**src/rtl/control_sequencer.sv**
```systemverilog
// control_sequencer: hardwired control unit for a simple accumulator-less
// register machine. Walks T0..T6 per instruction, decodes the opcode held in
// the datapath's IR, and emits the register-load, bus-drive, register-select,
// memory and ALU control strobes. All outputs are Moore-decoded from the
// current step and the opcode. The one exception is PCin in T6 of a branch,
// which follows CON directly.

module control_sequencer #(
   parameter int DATA_W = 32
) (
   input  logic              i_clk,
   input  logic              i_reset,
   input  logic [DATA_W-1:0] i_ir,
   input  logic              i_con,
   // register-load enables
   output logic              o_pcin,
   output logic              o_mdrin,
   output logic              o_marin,
   output logic              o_irin,
   output logic              o_yin,
   output logic              o_zin,
   output logic              o_conin,
   output logic              o_rin,
   // bus-drive enables
   output logic              o_pcout,
   output logic              o_mdrout,
   output logic              o_zloout,
   output logic              o_cout,
   output logic              o_rout,
   output logic              o_baout,
   // register-field selects
   output logic              o_gra,
   output logic              o_grb,
   output logic              o_grc,
   // memory / PC strobes
   output logic              o_read,
   output logic              o_incpc,
   // ALU function and status
   output logic [1:0]        o_alu_op,
   output logic              o_run,
   output logic [3:0]        o_step
);

   // State codes double as the debug step value.
   localparam logic [3:0] S_RST  = 4'd0;
   localparam logic [3:0] S_T0   = 4'd1;
   localparam logic [3:0] S_T1   = 4'd2;
   localparam logic [3:0] S_T2   = 4'd3;
   localparam logic [3:0] S_T3   = 4'd4;
   localparam logic [3:0] S_T4   = 4'd5;
   localparam logic [3:0] S_T5   = 4'd6;
   localparam logic [3:0] S_T6   = 4'd7;
   localparam logic [3:0] S_HALT = 4'd8;

   // Opcodes
   localparam logic [4:0] OP_LDI  = 5'b00001;
   localparam logic [4:0] OP_ADD  = 5'b00011;
   localparam logic [4:0] OP_SUB  = 5'b00100;
   localparam logic [4:0] OP_AND  = 5'b00101;
   localparam logic [4:0] OP_OR   = 5'b00110;
   localparam logic [4:0] OP_BR   = 5'b10010;
   localparam logic [4:0] OP_JR   = 5'b10100;
   localparam logic [4:0] OP_HALT = 5'b11011;

   // ALU function codes
   localparam logic [1:0] ALU_ADD = 2'b00;
   localparam logic [1:0] ALU_SUB = 2'b01;
   localparam logic [1:0] ALU_AND = 2'b10;
   localparam logic [1:0] ALU_OR  = 2'b11;

   logic [3:0] r_step;
   logic [3:0] w_step_nxt;

   // Opcode field. It is only meaningful from T3 onward, because IR is
   // loaded at the end of T2; nothing in T0..T2 looks at it.
   logic [4:0] w_op;
   logic       w_is_alu;
   logic       w_is_ldi;
   logic       w_is_br;
   logic       w_is_jr;
   logic       w_is_halt;
   logic [1:0] w_alu_code;

   // Register fields are consumed by the select/encode logic outside this
   // block; only the opcode matters here.
   logic       w_unused_ir;

   // Map a three-operand ALU opcode onto its ALU function code.
   function automatic logic [1:0] f_alu_code(input logic [4:0] op);
      logic [1:0] code;
      code = ALU_ADD;
      case (op)
         OP_ADD:  code = ALU_ADD;
         OP_SUB:  code = ALU_SUB;
         OP_AND:  code = ALU_AND;
         OP_OR:   code = ALU_OR;
         default: code = ALU_ADD;
      endcase
      return code;
   endfunction

   assign w_op        = i_ir[DATA_W-1 -: 5];
   assign w_unused_ir = ^i_ir[DATA_W-6:0];

   // Opcode class decode. Any opcode not matched here, including the
   // explicit nop, falls through as a nop: nothing is asserted in T3,
   // and T3 returns to T0.
   assign w_is_alu   = (w_op == OP_ADD) || (w_op == OP_SUB) ||
                       (w_op == OP_AND) || (w_op == OP_OR);
   assign w_is_ldi   = (w_op == OP_LDI);
   assign w_is_br    = (w_op == OP_BR);
   assign w_is_jr    = (w_op == OP_JR);
   assign w_is_halt  = (w_op == OP_HALT);
   assign w_alu_code = f_alu_code(w_op);

   // State register: synchronous reset wins over every state, HALT included.
   always_ff @(posedge i_clk) begin
      if (i_reset) begin
         r_step <= S_RST;
      end else begin
         r_step <= w_step_nxt;
      end
   end

   // Next-state: fetch is fixed; the length of execute depends on the opcode.
   always_comb begin
      w_step_nxt = r_step;
      case (r_step)
         S_RST:  w_step_nxt = S_T0;
         S_T0:   w_step_nxt = S_T1;
         S_T1:   w_step_nxt = S_T2;
         S_T2:   w_step_nxt = S_T3;
         S_T3: begin
            if (w_is_halt) begin
               w_step_nxt = S_HALT;
            end else if (w_is_alu || w_is_ldi || w_is_br) begin
               w_step_nxt = S_T4;
            end else begin
               w_step_nxt = S_T0;
            end
         end
         S_T4:   w_step_nxt = S_T5;
         S_T5:   w_step_nxt = w_is_br ? S_T6 : S_T0;
         S_T6:   w_step_nxt = S_T0;
         S_HALT: w_step_nxt = S_HALT;
         default: w_step_nxt = S_RST;
      endcase
   end

   // Output decode. Everything defaults low; each state raises only its own
   // strobes, so at most one bus driver is active in any state.
   always_comb begin
      o_pcin   = 1'b0;
      o_mdrin  = 1'b0;
      o_marin  = 1'b0;
      o_irin   = 1'b0;
      o_yin    = 1'b0;
      o_zin    = 1'b0;
      o_conin  = 1'b0;
      o_rin    = 1'b0;
      o_pcout  = 1'b0;
      o_mdrout = 1'b0;
      o_zloout = 1'b0;
      o_cout   = 1'b0;
      o_rout   = 1'b0;
      o_baout  = 1'b0;
      o_gra    = 1'b0;
      o_grb    = 1'b0;
      o_grc    = 1'b0;
      o_read   = 1'b0;
      o_incpc  = 1'b0;
      o_alu_op = ALU_ADD;
      o_run    = 1'b0;
      case (r_step)
         S_T0: begin
            // MAR <- PC, Z <- PC + 1
            o_run   = 1'b1;
            o_pcout = 1'b1;
            o_marin = 1'b1;
            o_incpc = 1'b1;
            o_zin   = 1'b1;
         end
         S_T1: begin
            // PC <- Z, MDR <- M[MAR]
            o_run    = 1'b1;
            o_zloout = 1'b1;
            o_pcin   = 1'b1;
            o_read   = 1'b1;
            o_mdrin  = 1'b1;
         end
         S_T2: begin
            // IR <- MDR
            o_run    = 1'b1;
            o_mdrout = 1'b1;
            o_irin   = 1'b1;
         end
         S_T3: begin
            o_run = 1'b1;
            if (w_is_alu) begin
               // Y <- R[rb]
               o_grb  = 1'b1;
               o_rout = 1'b1;
               o_yin  = 1'b1;
            end else if (w_is_ldi) begin
               // Y <- R[rb], or 0 when rb is R0 (BAout path)
               o_grb   = 1'b1;
               o_baout = 1'b1;
               o_yin   = 1'b1;
            end else if (w_is_br) begin
               // CON <- condition on R[ra]
               o_gra   = 1'b1;
               o_rout  = 1'b1;
               o_conin = 1'b1;
            end else if (w_is_jr) begin
               // PC <- R[ra]
               o_gra  = 1'b1;
               o_rout = 1'b1;
               o_pcin = 1'b1;
            end
         end
         S_T4: begin
            o_run = 1'b1;
            if (w_is_alu) begin
               // Z <- Y op R[rc]
               o_grc    = 1'b1;
               o_rout   = 1'b1;
               o_zin    = 1'b1;
               o_alu_op = w_alu_code;
            end else if (w_is_ldi) begin
               // Z <- Y + C
               o_cout = 1'b1;
               o_zin  = 1'b1;
            end else if (w_is_br) begin
               // Y <- PC
               o_pcout = 1'b1;
               o_yin   = 1'b1;
            end
         end
         S_T5: begin
            o_run = 1'b1;
            if (w_is_alu || w_is_ldi) begin
               // R[ra] <- Z
               o_zloout = 1'b1;
               o_gra    = 1'b1;
               o_rin    = 1'b1;
            end else if (w_is_br) begin
               // Z <- PC + C
               o_cout = 1'b1;
               o_zin  = 1'b1;
            end
         end
         S_T6: begin
            o_run = 1'b1;
            if (w_is_br) begin
               // PC <- Z only when the branch is taken; CON gates the load
               // combinationally so a not-taken branch leaves PC at PC+1.
               o_zloout = 1'b1;
               o_pcin   = i_con;
            end
         end
         default: begin
            // RST and HALT: everything stays low with Run low
         end
      endcase
   end

   assign o_step = r_step;

endmodule

```
**config.mk**
```make
export PLATFORM = sky130hd
export DESIGN_NAME = control_sequencer
export DESIGN_NICKNAME = d
export VERILOG_FILES = /design/src/rtl/control_sequencer.sv
export SDC_FILE = /design/constraint.sdc
export NUM_CORES = 1
export LEC_CHECK = 0
export ABC_AREA = 1
export BUFFER_PORTS_ARGS = -buffer_cell sky130_fd_sc_hd__buf_4
export CAP_MARGIN = 10
export CORE_ASPECT_RATIO = 0.7
export CORE_MARGIN = 2
export CORE_UTILIZATION = 30
export CTS_BUF_LIST = sky130_fd_sc_hd__clkbuf_16
export DETAILED_ROUTE_END_ITERATION = 10
export PLACE_DENSITY_LB_ADDON = 0.2
export SETUP_SLACK_MARGIN = 0.1
export SYNTH_ARGS = -nofsm -noshare
export SYNTH_HDL_FRONTEND = slang
export SYNTH_SLANG_ARGS = --single-unit
```
**constraint.sdc**
```tcl
create_clock -name i_clk -period 1 [get_ports i_clk]
set_input_delay 0.05 -clock i_clk [delete_from_list [all_inputs] [get_ports i_clk]]
set_output_delay 0.05 -clock i_clk [all_outputs]
set_load 0.01 [all_outputs]
```
==> out/results.txt, run 1 <==
Status: complete, but fails checks
Failing checks: negative setup slack
Worst Path Max Fanout: 4
Final WS setup: -0.426 ns
WHS: 0.0110 ns
Pin slew with the least headroom to its limit: 0.673 ns
Most frequent CP cell: buf_4
Final HPWL from detailed placement: 1620 um
CP top delay family: buffers and inverters
Hold Violations, Final: 0
Initial Util: 31.1%
Critical Path Stages: 7
Drt drc: 0
Post-CTS Hold Buffers: 0
Crit share post-route: 143%
Synthesized flop and latch total: 4
Vias per cell: 4.85
Worst hold path class: in -> reg
Final GP Congestion: 0.879
Die Y: 40.2 um
Pwr Density: 1000 nW/um2
Max reg flops: 4
CP Capture Type: output pin
Layout cells sized above 1: 75.2%
RSZ-0062 raised after global routing: true
Worst skew pair latency: 0.23 ns
Most common cell after layout, fill and taps aside: buf_4
Nets: 197
Fin cells: 183
Top Metal Used: met4
Synth Instances: 91
Die Width: 55.7 um
I/O Pins: 61
Vias in the first global route: 809
Fin. max-slew vios: 0
YS warnings: 0
Clk sink count: 4
Total CTS buffers: 3
Final setup vio count: 26
Setup TNS Final: -8.28 ns
R2R Path End: o_step[1]
Synthesized Nets: 126
Initial antenna violation count: 0
# rows: 13
CORE AREA: 1810 um2
CP Data Required Time: 0.95 ns
Worst Reg2Reg Path Length in Cells: 9
Largest net degree at the start of global routing: 9
Inst Count DP: 163
Kind of critical path: reg -> out
GRT Total Usage: 22.7%
DP Area: 1070 um2
R2R Setup Slk: -0.26 ns
Reg2reg start: o_step[2]
LEAKAGE: 0.745 nW
Hold Crit Depth: 2
Slowest-stage cell, CP: dfxtp_4
Post-route minimum period: 1.43 ns
Initial DRC Count: 15
Buf+Inv Stages, Crit Path: 4
Total power: 1.46 mW
Setup crit end: o_grc
Met1 Wirelength: 1120 um
Sequential-to-total area share from yosys stat: 14.3%
Antenna cells: 0
Via count: 887
Max frequency: 0.701 GHz
Skew final: 0.00610 ns
Area growth from synthesis to layout: 159%
Leading cell types in the layout, fill and taps excluded: 46 x buf_4, 22 x buf_6, 11 x inv_1
Clock-pin slew on the worst setup and hold paths: 0.04 ns
Routed Antenna Nets: 0
Worst VDD drop: 962 uV
Clk root buf: clkbuf_16
Detailed Route WL: 2690 um
Total gr overflow: 0
Met2 wire length: 1360 um
CP peak stage delay: 0.36 ns
Worst relative slew slack: 54.8%
IO buf count: 33
TritonCTS clock tree: done
Die area: 2240 um2
Crit path launch type: flop
Avg Inst Size Synth: 6.17 um2
CP cell instances: inv_6, nor2_4, buf_4, buf_6, nand3_4, nor2_2, buf_4
Routed WL per cell: 14.7 um
CP startpoint: o_step[2]
Worst EP arrival: 1.38 ns
First-pass GRT wire length: 3670 um
TritonRoute pass-1 iters: 4
Max-Cap Viols: 0
Number of H-tree levels: 1
Clock Tree Buf Depth: 2
Cell variety after synth: 26
Met3 Wirelength: 169 um
Mapped Area: 562 um2
Design Area, Final: 1450 um2
## cell usage after synthesis (all sizes together)
library cell,count,share of area (%)
nor4,1,1.1
o2111a,1,2.0
nor2,17,17
dfxtp,4,14
a21oi,3,3.3
nand4,2,2.2
o21ai,4,3.6
nand2,18,13
o211ai,2,2.7
o21bai,2,4.7
inv,19,13
o22ai,1,1.1
nand3,10,9.8
buf,4,6.0
nor3,3,5.6
## kinds of logic (layout without fill, tap and decap cells)
family,Yosys count,count (layout),share of synthesized area (%)
AOI/OAI and AO/OA,13,13,17.4
DFF,4,4,14.3
and+or+nand+nor,51,51,49.2
buffers and inverters,23,93,19.2
## final cells by class
type / count / area (um2)
Sequential cell: 4 / 95.1
Clock buffer: 3 / 75.1
Inverter: 19 / 91.3
Timing Repair Buffer: 70 / 633
Fill cell: 108 / 353
Tap cell: 22 / 27.5
Clock inverter: 1 / 3.75
Multi-Input combinational cell: 64 / 527
## worst min-delay path by stage
| stage | start | end | slack, ns |
|---|---|---|---|
| final | i_reset | o_step[3] | 0.01 |
| after global routing | i_reset | o_step[3] | 0.01 |
| after CTS | i_reset | o_step[3] | 0.007 |
| after detailed placement | i_reset | o_step[2] | 0.24 |
| after global placement | i_reset | o_step[2] | 0.24 |
| after floorplan | i_reset | o_step[2] | 0.10 |
## metal layers
metal / vias to the layer above / GRT usage (%)
met1: 411 / 26.6
met3: 7 / 6.45
met5: - / 0
li1: 436 / -
met2: 33 / 41.4
met4: 0 / 8.54
## power by group
| group | switching (mW) | total, mW | internal (mW) |
|---|---|---|---|
| registers | 0.0335 | 0.203 | 0.169 |
| logic | 0.281 | 0.606 | 0.325 |
| clock network | 0.130 | 0.648 | 0.518 |
## timing repair
item,4_1_cts,5_1_grt
setup buffers,10,7
pin swaps,10,11
gates resized for setup,30,19
setup endpoints to repair,27,28
## metrics by stage
stage	util [%]	worst slack, ns
2_1_floorplan	-	-0.0451
5_1_grt	80.5	-0.505
6_report	80.5	-0.426
4_1_cts	74.2	-0.368
3_3_place_gp	59.2	-0.116
3_5_place_dp	59.2	-0.161
(Power assumes the default switching activity.)
==> run 2, diff against run 1 <==
--- a/config.mk
+++ b/config.mk
@@ -7,13 +7,12 @@
 export LEC_CHECK = 0
 export ABC_AREA = 1
 export BUFFER_PORTS_ARGS = -buffer_cell sky130_fd_sc_hd__buf_4
-export CAP_MARGIN = 10
 export CORE_ASPECT_RATIO = 0.7
 export CORE_MARGIN = 2
 export CORE_UTILIZATION = 30
 export CTS_BUF_LIST = sky130_fd_sc_hd__clkbuf_16
 export DETAILED_ROUTE_END_ITERATION = 10
-export PLACE_DENSITY_LB_ADDON = 0.2
+export PLACE_DENSITY = 0.77
 export SETUP_SLACK_MARGIN = 0.1
 export SYNTH_ARGS = -nofsm -noshare
 export SYNTH_HDL_FRONTEND = slang
==> run 2 against run 1 <==
Net effect:
- the run still ends with negative setup slack left
- count of clock-buffer cells in the layout did not move
- wire length fell by 8.4%
- sequential cell count did not move
- die area did not move
- highest routed layer unchanged
==> out/results.txt, run 2 (same netlist as run 1, synthesis figures left out) <==
CORE AREA: 1810 um2
Slowest-stage cell, CP: dfxtp_4
Most common cell after layout, fill and taps aside: buf_4
Routed WL per cell: 13.9 um
Via count: 891
Initial DRC Count: 26
I/O Pins: 61
Crit path launch type: flop
Flop pwr share: 14.3%
Power share of the combinational group: 38.8%
Buf+Inv Stages, Crit Path: 4
Max reg flops: 4
Skew final: 0.00486 ns
Met1 capacity usage during global routing: 24.6%
Most frequent CP cell: buf_4
Final GP Congestion: 0.853
Worst relative slew slack: 68.1%
Worst skew pair latency: 0.23 ns
CP top delay family: buffers and inverters
Grt peak-use layer: met2
CP Data Required Time: 0.95 ns
Fin cells: 177
Leading cell types in the layout, fill and taps excluded: 46 x buf_4, 17 x buf_6, 11 x inv_1, 11 x nand2_1
First-pass GRT wire length: 3450 um
CP peak stage delay: 0.37 ns
Final WS setup: -0.421 ns
Nets: 191
RSZ-0062 raised after global routing: true
Cell internal pwr: 0.979 mW
Worst Path Max Fanout: 7
GR Util met2: 37.2%
Final setup vio count: 26
# rows: 13
Drt drc: 0
WHS: 0.224 ns
Detailed Route WL: 2460 um
Failing checks: negative setup slack
Fin. max-slew vios: 0
Vias in the first global route: 804
Kind of critical path: reg -> out
Vias per cell: 5.03
Hold Violations, Final: 0
Layout cells sized above 1: 71.6%
P_sw: 0.413 mW
Met3 Use GR: 1.61%
Clk sink count: 4
Total CTS buffers: 3
Number of H-tree levels: 1
Initial Util: 31.1%
Status: complete, but fails checks
CP cell instances: inv_4, nor2_4, buf_4, nand2_4, buf_4, nor2_2, buf_4
Die Width: 55.7 um
Antenna cells: 0
GRT Total Usage: 20.4%
Clk root buf: clkbuf_16
Clock Tree Buf Depth: 2
Routed Antenna Nets: 0
Initial antenna violation count: 0
Post-route minimum period: 1.42 ns
Largest net degree at the start of global routing: 9
Clock-pin slew on the worst setup and hold paths: 0.03 ns
Worst VDD drop: 1110 uV
Die area: 2240 um2
TritonRoute pass-1 iters: 4
IO buf count: 33
LEAKAGE: 0.671 nW
Crit share post-route: 142%
Pin slew with the least headroom to its limit: 0.475 ns
Worst hold path class: in -> reg
Max frequency: 0.704 GHz
Inst Count DP: 159
Final HPWL from detailed placement: 1600 um
Switching part of the total: 29.7%
TritonCTS clock tree: done
Worst EP arrival: 1.37 ns
Setup TNS Final: -7.77 ns
CP Capture Type: output pin
Area growth from synthesis to layout: 132%
Total gr overflow: 0
Pwr Density: 1070 nW/um2
Clock power frac: 47.0%
Max-Cap Viols: 0
Total power: 1.39 mW
Die Y: 40.2 um
-- run 2: final timing paths --
path	depth (start not counted)	slack (ns)	start	endpoint
worst max register to register	7	-0.32	o_step[1]	o_step[2]
worst max-delay path	7	-0.42	o_step[2]	o_baout
worst min register to register	2	0.55	o_step[3]	o_step[3]
worst min-delay path	5	0.22	i_ir[30]	o_step[3]
-- run 2: cell type report --
class / count / area (um2)
Timing Repair Buffer: 64 / 547
Fill cell: 134 / 502
Multi-Input combinational cell: 64 / 472
Sequential cell: 4 / 95.1
Inverter: 19 / 83.8
Clock buffer: 3 / 75.1
Tap cell: 22 / 27.5
Clock inverter: 1 / 3.75
-- run 2: stage by stage --
stage          util, %  setup slack (ns)  cell area, um2
3_3_place_gp      56.1            -0.148            1010
2_1_floorplan        -           -0.0451             648
4_1_cts           67.3            -0.353            1210
5_1_grt           72.2            -0.455            1300
6_report          72.2            -0.421            1300
3_5_place_dp      56.1            -0.173            1010
-- run 2: metal layers --
| metal | routed length (um) | part of all wire (%) |
|---|---|---|
| met1 | 1090 | 44 |
| met2 | 1180 | 48 |
| met3 | 142 | 5.8 |
| met4 | 55 | 2.2 |
| met5 | 0 | 0 |
-- run 2: worst min-delay path, stage by stage --
cell,delay (ns)
buf_4,0.12
nand2_1,0.06
nor3_1,0.08
nand2_1,0.07
a21oi_1,0.05
-- run 2: timing repair --
action / 4_1_cts / 5_1_grt
endpoints found under the hold margin: 2 / 0
buffers inserted: 7 / 7
setup endpoints to repair: 29 / 28
resized for setup: 16 / 15
hold buffers: 1 / 0
pin swaps: 9 / 10
-- run 2: power groups by stage --
stage	clock network (mW)	registers, mW	logic [mW]
2_1_floorplan	0	0.190	0.231
3_3_place_gp	0	0.197	0.409
3_5_place_dp	0	0.197	0.417
4_1_cts	0.660	0.199	0.469
5_1_grt	0.678	0.201	0.574
6_report	0.654	0.199	0.540
==> run 3, diff against run 2 <==
--- a/config.mk
+++ b/config.mk
@@ -12,7 +12,7 @@
 export CORE_UTILIZATION = 30
 export CTS_BUF_LIST = sky130_fd_sc_hd__clkbuf_16
 export DETAILED_ROUTE_END_ITERATION = 10
-export PLACE_DENSITY = 0.77
+export PLACE_DENSITY = 0.8
 export SETUP_SLACK_MARGIN = 0.1
 export SYNTH_ARGS = -nofsm -noshare
 export SYNTH_HDL_FRONTEND = slang
==> run 3 against run 2 <==
Net effect:
- the run still ends with negative setup slack left
- total power decreased by 2.2%
- non-clock buffer count decreased by 3
- clock skew decreased by 0.0046 ns
- core utilization increased by 2.0 points
- cell count decreased by 1.7%
- register-to-register slack got worse by 0.02 ns
==> out/results.txt, run 3 (same netlist as run 1, synthesis figures left out) <==
Pwr Density: 1020 nW/um2
Final HPWL from detailed placement: 1570 um
Initial antenna violation count: 0
Initial DRC Count: 20
Fin. max-slew vios: 0
Worst skew pair latency: 0.22 ns
Final WS setup: -0.395 ns
Final GP Congestion: 0.861
Hold Crit Depth: 2
Failing checks: negative setup slack
Clk sink count: 4
Die Y: 40.2 um
Multi-input gate area: 513 um2
Final core utilization: 74.2%
Antenna cells: 0
CP Data Required Time: 0.95 ns
Total power: 1.36 mW
RSZ-0062 raised after global routing: true
Post-CTS Hold Buffers: 0
Status: complete, but fails checks
Final setup vio count: 26
Reg area: 95.1 um2
Total CTS buffers: 3
Kind of critical path: reg -> out
Post-route minimum period: 1.39 ns
Worst VDD drop: 1030 uV
Met1 capacity usage during global routing: 25.4%
TritonCTS clock tree: done
Grt peak-use layer: met2
Worst hold path class: in -> reg
Inst Count DP: 161
Initial Util: 31.1%
Routed Antenna Nets: 0
Largest net degree at the start of global routing: 9
Clock-pin slew on the worst setup and hold paths: 0.03 ns
# fillers: 116
Via count: 868
Met3 Use GR: 3.55%
GRT Total Usage: 20.8%
Area growth from synthesis to layout: 139%
Crit share post-route: 139%
Nets: 188
Max reg flops: 4
Skew final: 0.000282 ns
TritonRoute pass-1 iters: 4
Vias per cell: 4.99
Worst EP arrival: 1.34 ns
Total gr overflow: 0
CP Capture Type: output pin
Die Width: 55.7 um
Worst Path Max Fanout: 4
Crit path launch type: flop
Max-Cap Viols: 0
Clk root buf: clkbuf_16
Worst Reg2Reg Path Length in Cells: 8
Clock Tree Buf Depth: 2
Pin slew with the least headroom to its limit: 0.571 ns
# rows: 13
CORE AREA: 1810 um2
Most common cell after layout, fill and taps aside: buf_4
Hold Violations, Final: 0
I/O Pins: 61
Drt drc: 0
Number of H-tree levels: 1
Fin cells: 174
Setup TNS Final: -7.22 ns
IO buf count: 33
GR Util met2: 39.6%
Vias in the first global route: 760
Layout cells sized above 1: 72.4%
Worst relative slew slack: 61.6%
First-pass GRT wire length: 3520 um
Leading cell types in the layout, fill and taps excluded: 40 x buf_4, 21 x buf_6, 12 x inv_1
Die area: 2240 um2
LEAKAGE: 0.680 nW
Routed WL per cell: 15.5 um
Detailed Route WL: 2690 um
Max frequency: 0.717 GHz
## run 3: report_power, final
part	internal, mW	leakage [nW]	switching, mW
combinational	0.273	0.602	0.262
sequential	0.170	0.0356	0.0357
clock	0.515	0.0423	0.106
## run 3: path summary, 6_finish.rpt
| check | from | endpoint | slack, ns |
|---|---|---|---|
| max | o_step[2] | o_zin | -0.39 |
| min | i_reset | o_step[2] | 0.01 |
| max reg2reg | o_step[2] | o_step[2] | -0.34 |
| min reg2reg | o_step[3] | o_step[3] | 0.58 |
## run 3: layout make-up
class | instances | area share, %
flip-flops and latches | 4 | 7.10
well taps | 22 | 2.05
inverters | 19 | 6.63
multi-input cells | 64 | 38.3
clock inverters | 1 | 0.280
clock buffers | 3 | 5.60
repair buffers | 61 | 40.1
## run 3: what timing repair did
item,in CTS,in global routing
pin swaps,16,14
resized for setup,16,28
setup buffers,3,9
endpoints found under the setup margin,26,27
## run 3: stage by stage
step,worst slack [ns],area [um2],hold WS (ns)
floorplan,-0.0451,648,0.103
global placement,-0.0927,1030,0.230
detailed placement,-0.125,1030,0.230
CTS,-0.328,1180,0.00285
global route,-0.443,1340,0.0114
finish,-0.395,1340,0.0130
## run 3: routing by layer
layer | up-vias | routed length (um)
li1 | 418 | -
met1 | 414 | 1130
met2 | 30 | 1330
met3 | 6 | 160
met4 | 0 | 64
met5 | - | 0
## run 3: worst max-delay path, cell delays in order, from the launching register on
cell and delay, ns:
dfxtp_4 0.37, inv_4 0.05, nor2_4 0.18, nand2_2 0.09
nor2_1 0.10, inv_1 0.08, o211ai_1 0.09, buf_4 0.15
